**config.mk**
```make
export PLATFORM = sky130hd
export DESIGN_NAME = mem_req_cp4
export DESIGN_NICKNAME = d
export VERILOG_FILES = /design/src/rtl/cp4_mem_pkg.sv /design/src/rtl/store_align_cp4.sv /design/src/rtl/mem_req_cp4.sv
export SDC_FILE = /design/constraint.sdc
export NUM_CORES = 1
export LEC_CHECK = 0
export ABC_AREA = 1
export BUFFER_PORTS_ARGS = -buffer_cell sky130_fd_sc_hd__buf_4
export CAP_MARGIN = 10
export CORE_AREA = 2 2 114 116
export CTS_BUF_LIST = sky130_fd_sc_hd__clkbuf_8
export CTS_CLUSTER_SIZE = 8
export DETAILED_ROUTE_END_ITERATION = 12
export DIE_AREA = 0 0 116 118
export GPL_TIMING_DRIVEN = 0
export PLACE_DENSITY = 0.73
export RECOVER_POWER = 25
export SLEW_MARGIN = 20
export SYNTH_ARGS = -nofsm -noshare
export SYNTH_HDL_FRONTEND = slang
export SYNTH_SLANG_ARGS = --single-unit
```
**constraint.sdc**
```tcl
create_clock -name clk -period 1.5 [get_ports clk]
set_input_delay 0.225 -clock clk [delete_from_list [all_inputs] [get_ports clk]]
set_output_delay 0.225 -clock clk [all_outputs]
set_load 0.01 [all_outputs]
```
**src/rtl/cp4_mem_pkg.sv**
```systemverilog
// Shared definitions for the cp4 data-memory request path: funct3 codes,
// request FSM encoding and the misalignment rule used by the optional check.
package cp4_mem_pkg;

    localparam logic [2:0] LB  = 3'b000;
    localparam logic [2:0] LH  = 3'b001;
    localparam logic [2:0] LW  = 3'b010;
    localparam logic [2:0] LBU = 3'b100;
    localparam logic [2:0] LHU = 3'b101;
    localparam logic [2:0] SB  = 3'b000;
    localparam logic [2:0] SH  = 3'b001;
    localparam logic [2:0] SW  = 3'b010;

    typedef enum logic [0:0] {
        IDLE    = 1'b0,
        WAIT_RD = 1'b1
    } state_t;

    // Halfwords need an even byte offset, words need offset 00; bytes never misalign.
    function automatic logic is_misaligned(input logic       is_store,
                                           input logic [2:0] funct3,
                                           input logic [1:0] off);
        logic half;
        logic word;
        half = is_store ? (funct3 == SH) : ((funct3 == LH) || (funct3 == LHU));
        word = is_store ? (funct3 == SW) : (funct3 == LW);
        return (half && off[0]) || (word && (off != 2'b00));
    endfunction

endpackage

```
**src/rtl/store_align_cp4.sv**
```systemverilog
// Store lane steering: funct3 + byte offset + right-aligned rs2 data become
// per-byte write enables and lane-replicated write data (purely combinational).
module store_align_cp4
    import cp4_mem_pkg::*;
(
    input  logic [2:0]  funct3,
    input  logic [1:0]  off,
    input  logic [31:0] wdata,
    output logic [3:0]  be,
    output logic [31:0] data
);

    genvar gi;
    generate
        for (gi = 0; gi < 4; gi++) begin : g_lane
            localparam logic [1:0] LANE = 2'(gi);

            // Replicating the narrow value into every lane lets the enables alone select the target bytes.
            assign be[gi] = (funct3 == SB) ? (off == LANE) :
                            (funct3 == SH) ? (off[1] == LANE[1]) :
                            (funct3 == SW);

            assign data[gi*8 +: 8] = (funct3 == SB) ? wdata[7:0] :
                                     (funct3 == SH) ? wdata[(gi % 2)*8 +: 8] :
                                                      wdata[gi*8 +: 8];
        end
    endgenerate

endmodule

```
**src/rtl/mem_req_cp4.sv**
```systemverilog
// cp4 data-memory request stage: issues word-aligned loads/stores and waits
// for load data with a bounded timeout. Optional misalignment trap: MEM_REQ_MISALIGN_EN.
module mem_req_cp4
    import cp4_mem_pkg::*;
#(
    parameter int ADDR_W   = 32,
    parameter int MAX_WAIT = 15
) (
    input  logic              clk,
    input  logic              rst_n,
    input  logic              req_valid,
    output logic              req_ready,
    input  logic              req_is_store,
    input  logic [2:0]        req_funct3,
    input  logic [ADDR_W-1:0] req_addr,
    input  logic [31:0]       req_wdata,
    output logic              dmem_en,
    output logic [3:0]        dmem_we,
    output logic [ADDR_W-1:0] dmem_addr,
    output logic [31:0]       dmem_wdata,
    input  logic              dmem_rvalid,
    input  logic [31:0]       dmem_rdata,
    output logic              ld_valid,
    output logic [31:0]       ld_data,
    output logic [2:0]        ld_type,
    output logic [1:0]        ld_byte_offset,
    output logic              err_timeout,
    output logic              err_misalign
);

    localparam int CNT_W = $clog2(MAX_WAIT + 1);

    state_t           state_reg;
    logic [CNT_W-1:0] cnt_reg;
    logic [2:0]       pend_type_reg;
    logic [1:0]       pend_off_reg;

    logic             accept;
    logic             misalign_hit;
    logic [3:0]       st_be;
    logic [31:0]      st_data;

    assign req_ready = (state_reg == IDLE);
    assign accept    = req_valid & req_ready;

    store_align_cp4 u_store_align (
        .funct3 (req_funct3),
        .off    (req_addr[1:0]),
        .wdata  (req_wdata),
        .be     (st_be),
        .data   (st_data)
    );

`ifdef MEM_REQ_MISALIGN_EN
    assign misalign_hit = is_misaligned(req_is_store, req_funct3, req_addr[1:0]);
`else
    // Misaligned ops are issued as-is; the lane rules truncate the offset.
    assign misalign_hit = 1'b0;
    assign err_misalign = 1'b0;
`endif

    always_ff @(posedge clk or negedge rst_n) begin
        if (!rst_n) begin
            state_reg      <= IDLE;
            cnt_reg        <= '0;
            pend_type_reg  <= '0;
            pend_off_reg   <= '0;
            dmem_en        <= 1'b0;
            dmem_we        <= '0;
            dmem_addr      <= '0;
            dmem_wdata     <= '0;
            ld_valid       <= 1'b0;
            ld_data        <= '0;
            ld_type        <= '0;
            ld_byte_offset <= '0;
            err_timeout    <= 1'b0;
`ifdef MEM_REQ_MISALIGN_EN
            err_misalign   <= 1'b0;
`endif
        end else begin
            // Strobes and pulses default low so every issue/result lasts one cycle.
            dmem_en     <= 1'b0;
            dmem_we     <= '0;
            ld_valid    <= 1'b0;
            err_timeout <= 1'b0;
`ifdef MEM_REQ_MISALIGN_EN
            err_misalign <= 1'b0;
`endif
            case (state_reg)
                IDLE: begin
                    if (accept) begin
                        if (misalign_hit) begin
`ifdef MEM_REQ_MISALIGN_EN
                            err_misalign <= 1'b1;
`endif
                        end else begin
                            dmem_en   <= 1'b1;
                            dmem_addr <= {req_addr[ADDR_W-1:2], 2'b00};
                            if (req_is_store) begin
                                dmem_we    <= st_be;
                                dmem_wdata <= st_data;
                            end else begin
                                state_reg     <= WAIT_RD;
                                cnt_reg       <= '0;
                                pend_type_reg <= req_funct3;
                                pend_off_reg  <= req_addr[1:0];
                            end
                        end
                    end
                end

                WAIT_RD: begin
                    // Data arriving on the final wait cycle still wins over the timeout.
                    if (dmem_rvalid) begin
                        ld_valid       <= 1'b1;
                        ld_data        <= dmem_rdata;
                        ld_type        <= pend_type_reg;
                        ld_byte_offset <= pend_off_reg;
                        state_reg      <= IDLE;
                    end else if (cnt_reg == CNT_W'(MAX_WAIT - 1)) begin
                        err_timeout <= 1'b1;
                        state_reg   <= IDLE;
                    end else begin
                        cnt_reg <= cnt_reg + CNT_W'(1);
                    end
                end

                default: state_reg <= IDLE;
            endcase
        end
    end

endmodule

```
Word level (Yosys, flattened, before mapping). Cells that the tools add are included.

Bits in registers: 116. Bits of input ports: 104. Output and inout bits: 110. Word-level logic and storage cells: 66.

Add/subtract/negate cells: 1. Eq/ne operators: 10. Muxes and demuxes: 31. Bitwise gates (word level): 4. Reductions and logical operators: 7.

Operators by type and width (number): 8-bit 2-to-1 mux (5); 4-bit 2-to-1 mux (7); 1-bit 2-to-1 mux (17); 4-bit one-hot mux with 2 select lines (1); 2-bit != test, second input constant (3); 3-bit AND reduction (2); 4-bit by 1-bit adder with 4-bit output, second input constant (1); 2-bit equality test, second input constant (2); 4-bit equality test, second input constant (1); 2-bit AND reduction (2); 4-bit AND reduction (1); 3-bit by 1-bit equality test with 1-bit output, second input constant (1); 3-bit by 2-bit equality test with 1-bit output, second input constant (1); 3-bit zero test (1); 1-bit NOT (3); 2-bit by 1-bit equality test with 1-bit output, second input constant (1); 2-bit zero test (1); 2-bit by 1-bit != test with 1-bit output, second input constant (1); 1-bit one-hot mux with 2 select lines (1); 1-bit bitwise AND (1).

Logic depth before layout (Yosys ltp). Gate-level depths: netlist (run 1).

Depth after elaboration: 6. Mapped depth: 8. Mapped depth without buffers: 7.

By module. A second synthesis (run 1) with hierarchy kept.

Cells, all modules: 607. Area, all modules: 4984.8 um^2.

By module, submodules not included: mem_req_cp4 (instances 1, cells an instance 502, area an instance 4493.1 um^2); store_align_cp4 (instances 1, cells an instance 105, area an instance 491.7 um^2).

Worst setup path before layout (run 1). No wires, ideal clock.

Path kind: register to register. Start point: register state_reg. End point: register dmem_wdata[17]. Setup time: 0.076 ns. Data arrival time: 1.048 ns. Required time: 1.424 ns. Path slack: 0.376 ns. Cell stages (with the launch flop): 7. Buffers on the path: 1. Cell sequence: dfrtp_1 -> inv_2 -> nand2_4 -> nor2_4 -> buf_4 -> o21ai_0 -> o21ai_1.

Word-level cells in the longest chain between the ends: 3.

RTL lines: start, declared (RTL line mem_req_cp4.sv:33) `state_t state_reg;`; start signal, assigned (RTL line mem_req_cp4.sv:64) `state_reg <= IDLE;`; start signal, assigned (RTL line mem_req_cp4.sv:103) `state_reg <= WAIT_RD;`; start signal, assigned (RTL line mem_req_cp4.sv:119) `state_reg <= IDLE;`; 1-bit NOT (no source line) (*); via req_ready (RTL line mem_req_cp4.sv:12) `output logic req_ready,`; 1-bit bitwise AND (RTL line mem_req_cp4.sv:44) `assign accept = req_valid & req_ready;`; 3-bit AND reduction (no source line) (*); end signal, assigned (RTL line mem_req_cp4.sv:101) `dmem_wdata <= st_data;`; end, declared (RTL line mem_req_cp4.sv:20) `output logic [31:0] dmem_wdata,`.

Mark *: on every way through the listed nets, which the timed path passes. The rest lies on a longest branch. A chain may end at the register's enable or synchronous reset.

Final worst setup path (run 1).
Start point: register state_reg. End point: register dmem_wdata[20].

Word-level cells in the longest chain between the ends: 3.

RTL lines (RTL line): 1-bit NOT (no source line) (*); 1-bit bitwise AND (mem_req_cp4.sv:44); 3-bit AND reduction (no source line) (*).

Every way passes the cells marked *; elsewhere a longest branch is shown, timed or not.

==> run_results.csv, run 1 <==
group,metric,value,unit
status,status,"completed",
clock_network,cts_tree,"yes",
floorplan,dieWidth,116,um
hold_path,worstHoldEndpoint,"dmem_wdata[0]",
route,drc,0,
critical_path,end_kind,"register",
power,p_leak,0.00435,uW
run,maxCapViolations,0,
floorplan,die_area,13700,um2
synth,synthCells,580,
global_routing,grtUsageMet3,8.55,%
power,ir_drop,0.666,mV
final_layout,seq_area,2900,um2
critical_path,required,1840,ps
global_routing,met1_usage,25.4,%
synth,synthMuxAreaShare,0,%
power,intPower,7020,uW
critical_path,rrSetupSlack,120,ps
critical_path,r2r-end,"dmem_wdata[20]",
critical_path,crit_slowest_cell,"dfrtp_1",
critical_path,path_cells,"inv_2 > nand2_4 > nor2_4 > buf_6 > o21ai_0 > o21ai_1",
final_layout,fill_cells,1078,
critical_path,critical_path_arrival,1710,ps
synth,ys_async_sr_fraction,100,%
place,portBuffers,209,
critical_path,cp_max_fo,10,
power,swShare,29.6,%
global_routing,grt_first_pass_wirelength,23300,um
route,drtPass1Iterations,6,
route,wl,14500,um
synth,synth-edff-count,0,
synth,ys.flop_type,"dfrtp_1",
timing,tightest_slew,776,ps
timing,skew,12.0,ps
power,switchingPower,2950,uW
place,post-place-ws,46.0,ps
clock_network,root_buffer,"clkbuf_8",
clock_network,clk_latency,420,ps
final_layout,fin_cells,1061,
synth,synth.avg_cell_area,8.36,um2
synth,synth_top_area_cell,"dfrtp_1",
synth,synth_warnings,0,
synth,yosys.area_share.adder,0.516,%
synth,synth-seq-area-share,59.9,%
timing,max_freq,726,MHz
critical_path,startpoint_type,"register",
synth,synthTopCellsByCount,"nand2_1, dfrtp_1, nand3_1",
synth,synth-seq-cells,116,
timing,fin_crit_sh,91.9,%
critical_path,crit_type,"reg2reg",
timing,slew-limit-headroom,48.3,%
power,p_per_area,1280,nW/um2
place,placed_cells,964,
route,ant_nets,0,
clock_network,htreeDepth,4,
final_layout,nNetsFinal,982,
global_routing,grt_pass1_vias,4838,
timing,maxSlewViolCount,0,
clock_network,cts_sinks,116,
critical_path,reg2reg_depth,6,
global_routing,grt_start_max_net_pins,64,
route,num_vias,4804,
global_routing,grt_busiest_layer,"met2",
power,seqPwrFrac,41.3,%
clock_network,clk_path_buf_depth,2,
floorplan,fp-row-count,41,
critical_path,critPathMaxStageDelay,450,ps
critical_path,crit_cells,6,
timing,hold_viol,0,
synth,synth-compound-area-share,4.15,%
power,combPwrFrac,26.1,%
timing,fin_setup_tns,0,ps
critical_path,path_delay_family,"flip-flops",
synth,synth_area_leaders,"dfrtp_1, nand2_1, nand3_1, buf_2, o21ai_0",
timing,min_period,1380,ps
final_layout,multi_input_area,1690,um2
final_layout,top_regs,"dmem_wdata x32, ld_data x32, dmem_addr x30",
hold_path,min_path_type,"in2reg",
synth,yosys.area_share.simple,29.7,%
synth,synth_xor_area_share,0.181,%
synth,synth_area,4850,um2
critical_path,path_buf_inv,2,
synth,synth.distinct_cells,21,
floorplan,boundaryPins,214,
route,wl_per_cell,13.7,um
final_layout,area_delta_synth_final,60.2,%
hold_path,min_from,"req_wdata[0]",
power,clockPowerShare,32.6,%
final_layout,final_core_util,62.6,%
final_layout,drive_gt1_share,31.6,%
route,vias_per_cell,4.53,
final_layout,num_antenna_cells,0,
place,hpwlAfterDp,9900,um
global_routing,gr-total-overflow,0,
critical_path,r2r_start,"state_reg",
timing,fin_ws,122,ps
timing,rsz0062_at_grt,"false",
timing,setup_viol,0,
route,drtIter0Drc,263,
place,routabilityCongestion,0.802,
floorplan,initial_core_util,39.1,%
global_routing,antenna_found_initial,0,
synth,synthMostInstantiatedCell,"nand2_1",
synth,synth_top_area_share,59.9,%
synth,synth_top_family_by_area,"simple AND/OR/NAND/NOR gates",
floorplan,die_h,118,um
clock_network,cts_inserted_buffers,17,
clock_network,cts.clk_slew.worst_paths,70,ps
global_routing,grt_util_all_layers,21.7,%
hold_path,min_path_cells,3,
global_routing,grt_use_met2,35.5,%
floorplan,fp.coreArea,12400,um2
-- routing by layer --
metal  vias to the layer above  share of wire [%]
met3                        31                9.0
met1                      2213                 41
met2                       192                 47
li1                       2368                  -
met5                         -                  0
met4                         0                2.4
-- per-stage QoR --
stage,total power (uW),hold WS (ps),instance area (um2)
5_1_grt,10600,13.0,7770
4_1_cts,10100,1.64,7750
3_5_place_dp,6640,218,6670
3_3_place_gp,6570,418,6640
6_report,9980,35.0,7770
2_1_floorplan,5180,-70.6,4860
-- worst max-delay path by stage --
stage / start / endpoint / slack (ps)
after global routing: state_reg / dmem_wdata[17] / 10
after detailed placement: state_reg / dmem_wdata[20] / 50
final: state_reg / dmem_wdata[20] / 120
after floorplan: state_reg / dmem_wdata[17] / 380
after global placement: rst_n / ld_data[17] / -110
after CTS: state_reg / dmem_wdata[20] / 40
-- tightest hold or removal path: stages --
cell and delay, ps:
buf_4 100, nand2_1 50, nand2_1 50
-- cell usage in the layout, fill, tap and decap left out --
cell type,n
xor2_1,1
nand2_4,2
clkbuf_8,20
clkbuf_1,1
clkinvlp_4,5
o21ai_0,18
nand3_1,23
a21oi_1,9
dfrtp_1,116
o21ai_1,8
a21boi_2,1
inv_6,1
clkbuf_4,1
conb_1,3
buf_4,216
dlygate4sd3_1,63
a21boi_1,2
nand4_1,2
buf_6,2
inv_2,4
nor2_1,14
bufinv_16,4
ha_1,2
inv_1,22
nand2_1,324
nor2_4,2
buf_2,20
clkinv_2,2
buf_16,1
-- what timing repair did --
action                                  in CTS  in global routing
buffers inserted                             0                  2
hold buffers                                63                  0
endpoints found under the setup margin       0                  3
endpoints found under the hold margin      115                  0
gates resized for setup                      0                  1
-- kinds of logic after synthesis --
kind of cell	Yosys count
AOI/OAI and AO/OA	38
xor gates and xnor gates	1
adders and majority gates	2
buffers and inverters	55
DFF	116
other	1
and+or+nand+nor	367
-- power groups by stage --
stage,Combinational [uW],Clock (uW),Sequential [uW]
global placement,2430,0,4150
finish,2600,3250,4120
CTS,2610,3320,4120
floorplan,775,0,4400
global route,2880,3470,4210
detailed placement,2470,0,4170
-- final cells by class --
type / count / area share (%)
timing repair buffer: 275 / 28.9
buffer: 29 / 2.21
multi-input combinational: 411 / 21.7
clock inverter: 12 / 2.27
clock buffer: 20 / 3.54
tap: 172 / 2.77
sequential: 116 / 37.4
inverter: 26 / 1.26
Power figures use the tool's default switching activity.
==> run 2, diff against run 1 <==
--- a/config.mk
+++ b/config.mk
@@ -8,13 +8,14 @@
 export ABC_AREA = 1
 export BUFFER_PORTS_ARGS = -buffer_cell sky130_fd_sc_hd__buf_4
 export CAP_MARGIN = 10
-export CORE_AREA = 2 2 114 116
-export CTS_BUF_LIST = sky130_fd_sc_hd__clkbuf_8
+export CELL_PAD_IN_SITES_DETAIL_PLACEMENT = 0
+export CELL_PAD_IN_SITES_GLOBAL_PLACEMENT = 1
+export CORE_AREA = 2 2 125 127
 export CTS_CLUSTER_SIZE = 8
 export DETAILED_ROUTE_END_ITERATION = 12
-export DIE_AREA = 0 0 116 118
+export DIE_AREA = 0 0 127 129
 export GPL_TIMING_DRIVEN = 0
-export PLACE_DENSITY = 0.73
+export PLACE_DENSITY = 0.82
 export RECOVER_POWER = 25
 export SLEW_MARGIN = 20
 export SYNTH_ARGS = -nofsm -noshare
==> run 2 against run 1 <==
Compared with the run above:
- worst setup slack gained 29 ps
- sequential power about the same
- global-route usage decreased by 3.6 points
- register-to-register slack improved by 30 ps
- clock power increased by 30%
- flip-flop and latch count did not move
- hold slack lost 22 ps
- non-clock buffer count is 51 lower
- fmax rose by 2.2%
- highest routed layer unchanged
==> run_results.csv, run 2 (synthesis gave the netlist of run 1 again) <==
group,metric,value,unit
status,status,"completed",
floorplan,fp.coreArea,15000,um2
critical_path,rrSetupSlack,150,ps
critical_path,r2r_start,"state_reg",
power,power,10800,uW
final_layout,final_common_cell,"nand2_1",
route,wl,14400,um
route,wl_per_cell,14.1,um
timing,fin_setup_tns,0,ps
final_layout,nNetsFinal,931,
floorplan,die_h,129,um
floorplan,die_area,16400,um2
critical_path,reg2reg_depth,6,
route,ant_nets,0,
global_routing,gr-total-overflow,0,
final_layout,drive_gt1_share,33.0,%
final_layout,top_regs,"dmem_wdata x32, ld_data x32, dmem_addr x30",
clock_network,cts_sinks,116,
global_routing,grt_util_all_layers,18.1,%
critical_path,critical_path_arrival,1680,ps
timing,setup_viol,0,
place,placed_cells,980,
clock_network,clk_path_buf_depth,2,
critical_path,cp_max_fo,10,
global_routing,antenna_found_initial,0,
critical_path,crit_path_start,"state_reg",
floorplan,initial_core_util,32.4,%
timing,max_freq,742,MHz
route,drc,0,
timing,fin_crit_sh,89.9,%
power,p_leak,0.00421,uW
timing,hold_viol,0,
place,hpwlAfterDp,10600,um
place,routabilityCongestion,0.781,
clock_network,htreeDepth,4,
place,post-place-ws,78.6,ps
hold_path,min_path_cells,3,
clock_network,root_buffer,"clkbuf_16",
final_layout,multi_input_area,1690,um2
timing,min_period,1350,ps
final_layout,seq_area,2900,um2
hold_path,min_path_type,"in2reg",
route,drtPass1Iterations,6,
power,p_per_area,1460,nW/um2
global_routing,grt_start_max_net_pins,64,
route,drtIter0Drc,220,
global_routing,grt_first_pass_wirelength,23200,um
clock_network,cts_tree,"yes",
final_layout,fin_cells,1025,
floorplan,fp-row-count,45,
clock_network,cts.clk_slew.worst_paths,60,ps
clock_network,clk_latency,410,ps
critical_path,required,1830,ps
critical_path,startpoint_type,"register",
power,ir_drop,0.783,mV
run,maxCapViolations,0,
clock_network,cts_inserted_buffers,17,
route,num_vias,4529,
timing,fin_ws,152,ps
timing,maxSlewViolCount,0,
critical_path,worstSetupEndpoint,"dmem_wdata[19]",
timing,skew,6.02,ps
critical_path,crit_type,"reg2reg",
final_layout,num_antenna_cells,0,
place,portBuffers,209,
critical_path,end_kind,"register",
final_layout,fill_cells,1502,
final_layout,area_delta_synth_final,53.3,%
floorplan,boundaryPins,214,
global_routing,grt_pass1_vias,4586,
floorplan,dieWidth,127,um
final_layout,layout_common_cells,"nand2_1, buf_4, dfrtp_1",
critical_path,r2r-end,"dmem_wdata[19]",
timing,tightest_slew,738,ps
route,vias_per_cell,4.42,
timing,slew-limit-headroom,50.8,%
[run 2: changes by cell type in the layout (fill, tap and decap cells not counted), sizes merged]
cell	previous run	this run
bufinv	4	3
clkbuf	22	28
buf	239	235
dlygate4sd3	63	13
clkinvlp	5	1
clkinv	2	3
[run 2: timing repair]
| item | 4_1_cts | 5_1_grt |
|---|---|---|
| hold buffers | 13 | 0 |
| endpoints found under the setup margin | 0 | 3 |
| buffers inserted | 0 | 1 |
| gates resized for setup | 0 | 2 |
| endpoints found under the hold margin | 65 | 0 |
[run 2: how the worst min path moves through the flow]
stage	start	to	slack [ps]
after floorplan	rst_n	cnt_reg[0]	-70
after global placement	req_addr[29]	dmem_addr[29]	420
after detailed placement	rst_n	ld_data[26]	210
after CTS	dmem_rdata[10]	ld_data[10]	0.2
after global routing	dmem_rdata[5]	ld_data[5]	6
final	dmem_rdata[10]	ld_data[10]	10
[run 2: metal layers]
layer | part of all wire [%] | track usage, %
met1 | 43 | 22.5
met2 | 46 | 29.1
met3 | 9.4 | 7.53
met4 | 1.2 | 5.49
met5 | 0 | 0
[run 2: through the flow]
stage               hold slack [ps]  util (%)  instance area (um2)
global route                   6.23      49.6                 7430
CTS                           0.155      49.7                 7440
global placement                419      44.5                 6660
finish                         12.9      49.6                 7430
detailed placement              214      44.7                 6690
floorplan                     -70.6         -                 4860
[run 2: critical path, cell delays in order (launching register included)]
cell and delay (ps):
dfrtp_2 440, inv_2 120, nand2_4 90, nor2_4 220, buf_6 170, o21ai_0 90
o21ai_1 130
[run 2: where the power goes]
part | internal (uW) | switching [uW]
clock network | 2820 | 1410
registers | 3750 | 392
logic | 1240 | 1220
total | 7820 | 3030
[run 2: final cells by class]
type / instances / area share [%]
multi-input cells: 411 / 22.7
clock buffers: 23 / 6.70
well taps: 188 / 3.16
plain buffers: 29 / 2.29
inverters: 26 / 1.31
clock inverters: 8 / 1.63
flip-flops and latches: 116 / 39.1
repair buffers: 224 / 23.1
==> run 3, diff against run 2 <==
--- a/config.mk
+++ b/config.mk
@@ -10,12 +10,12 @@
 export CAP_MARGIN = 10
 export CELL_PAD_IN_SITES_DETAIL_PLACEMENT = 0
 export CELL_PAD_IN_SITES_GLOBAL_PLACEMENT = 1
-export CORE_AREA = 2 2 125 127
+export CORE_AREA = 2 2 120 122
 export CTS_CLUSTER_SIZE = 8
 export DETAILED_ROUTE_END_ITERATION = 12
-export DIE_AREA = 0 0 127 129
+export DIE_AREA = 0 0 122 124
 export GPL_TIMING_DRIVEN = 0
-export PLACE_DENSITY = 0.82
+export PLACE_DENSITY = 0.88
 export RECOVER_POWER = 25
 export SLEW_MARGIN = 20
 export SYNTH_ARGS = -nofsm -noshare
==> constraint.sdc (replaced) <==
create_clock -name clk -period 1.68 [get_ports clk]
set_input_delay 0.252 -clock clk [delete_from_list [all_inputs] [get_ports clk]]
set_output_delay 0.252 -clock clk [all_outputs]
set_load 0.01 [all_outputs]
==> run 3 against run 2 <==
Compared with the run above:
- total power shrank 12%
- combinational power shrank 12%
- highest routed layer unchanged
- die area shrank 7.7%
- critical endpoint is now dmem_wdata[23]
- critical path type unchanged
==> run_results.csv, run 3 (synthesis gave the netlist of run 1 again) <==
group,metric,value,unit
status,status,"completed",
clock_network,root_buffer,"clkbuf_16",
place,hpwlAfterDp,10600,um
global_routing,grt_util_all_layers,18.9,%
power,swShare,27.9,%
place,portBuffers,209,
power,intPower,6880,uW
run,maxCapViolations,0,
place,post-place-ws,247,ps
critical_path,end_kind,"register",
final_layout,drive_gt1_share,33.3,%
timing,max_freq,699,MHz
timing,rsz0062_at_grt,"false",
final_layout,area_delta_synth_final,50.1,%
clock_network,cts_sinks,116,
floorplan,die_h,124,um
final_layout,num_antenna_cells,0,
global_routing,antenna_found_initial,0,
power,ir_drop,0.648,mV
power,combPwrFrac,22.8,%
place,post_dp_cell_area,6680,um2
power,clockPowerShare,38.5,%
route,drtPass1Iterations,4,
global_routing,grt_first_pass_wirelength,21700,um
clock_network,clk_latency,410,ps
clock_network,cts.clk_slew.worst_paths,60,ps
floorplan,boundaryPins,214,
floorplan,initial_core_util,35.3,%
critical_path,required,2020,ps
timing,slew-limit-headroom,59.5,%
power,seqPwrFrac,38.7,%
clock_network,htreeDepth,4,
global_routing,grt_pass1_vias,4207,
timing,fin_ws,250,ps
route,num_vias,4439,
timing,fin_setup_tns,0,ps
clock_network,cts_inserted_buffers,17,
route,drtIter0Drc,245,
timing,hold_viol,0,
place,routabilityCongestion,0.793,
floorplan,fp-row-count,43,
clock_network,cts_tree,"yes",
timing,skew,5.59,ps
clock_network,cts_setup_buffers,0,
global_routing,grt_start_max_net_pins,67,
critical_path,startpoint_type,"register",
critical_path,crit_type,"reg2reg",
critical_path,cp_max_fo,10,
final_layout,nNetsFinal,918,
final_layout,top_regs,"dmem_wdata x32, ld_data x32, dmem_addr x30",
timing,setup_viol,0,
route,drc,0,
timing,fin_crit_sh,85.1,%
route,wl_per_cell,14.1,um
final_layout,fin_area,7280,um2
route,wl,14200,um
timing,tightest_slew,608,ps
power,p_leak,0.00415,uW
floorplan,die_area,15100,um2
timing,min_period,1430,ps
global_routing,gr-total-overflow,0,
timing,maxSlewViolCount,0,
route,ant_nets,0,
hold_path,min_path_type,"in2reg",
floorplan,dieWidth,122,um
power,switchingPower,2660,uW
floorplan,fp.coreArea,13700,um2
clock_network,post_cts_resized,0,
final_layout,final_common_cell,"nand2_1",
power,p_per_area,1310,nW/um2
clock_network,clk_path_buf_depth,2,
final_layout,layout_common_cells,"nand2_1, buf_4, dfrtp_1",
critical_path,critical_path_arrival,1770,ps
route,vias_per_cell,4.42,
clock_network,ctsHoldBuffers,1,
run 3: routing by layer:
layer	wire length (um)	track usage, %
met2	6730	29.8
met3	1210	6.87
met4	242	8.91
met5	0	0
met1	5970	23.1
run 3: final cells by class:
cell class                      count  area, um2
Buffer                             29        168
Clock buffer                       23        478
Clock inverter                      9        126
Fill cell                        1359       6440
Inverter                           26       97.6
Multi-Input combinational cell    411       1690
Sequential cell                   116       2900
Tap cell                          180        225
Timing Repair Buffer              211       1590
run 3: worst max-delay path: stages, from the launching register on:
cell	delay, ps
dfrtp_1	450
inv_2	150
nand2_4	90
nor2_4	190
buf_4	230
o21ai_0	130
o21ai_1	120
run 3: worst paths after layout:
kind                       depth (start not counted)              to  slack [ps]     startpoint
max                                                6  dmem_wdata[23]         250      state_reg
min in group asynchronous                          2   dmem_addr[23]         350          rst_n
max reg2reg                                        6  dmem_wdata[23]         250      state_reg
max in group asynchronous                          3   dmem_wdata[5]         370          rst_n
min                                                3   dmem_addr[21]          30   req_addr[21]
min reg2reg                                        2   dmem_wdata[6]         470  dmem_wdata[6]
run 3: power by group through the flow:
| stage | Clock, uW | Sequential, uW | Combinational [uW] |
|---|---|---|---|
| 3_3_place_gp | 0 | 3720 | 2180 |
| 5_1_grt | 3880 | 3760 | 2420 |
| 4_1_cts | 3750 | 3690 | 2230 |
| 2_1_floorplan | 0 | 3930 | 692 |
| 6_report | 3670 | 3690 | 2180 |
| 3_5_place_dp | 0 | 3720 | 2220 |
run 3: metrics by stage:
stage | hold slack (ps) | cells | util (%) | total power, uW
CTS | 11.6 | 1005 | 53.2 | 9670
finish | 29.6 | 1005 | 53.0 | 9540
detailed placement | 232 | 972 | 48.7 | 5950
global placement | 445 | 971 | 48.5 | 5900
global route | 21.7 | 1005 | 53.0 | 10100
floorplan | -43.6 | 582 | - | 4620
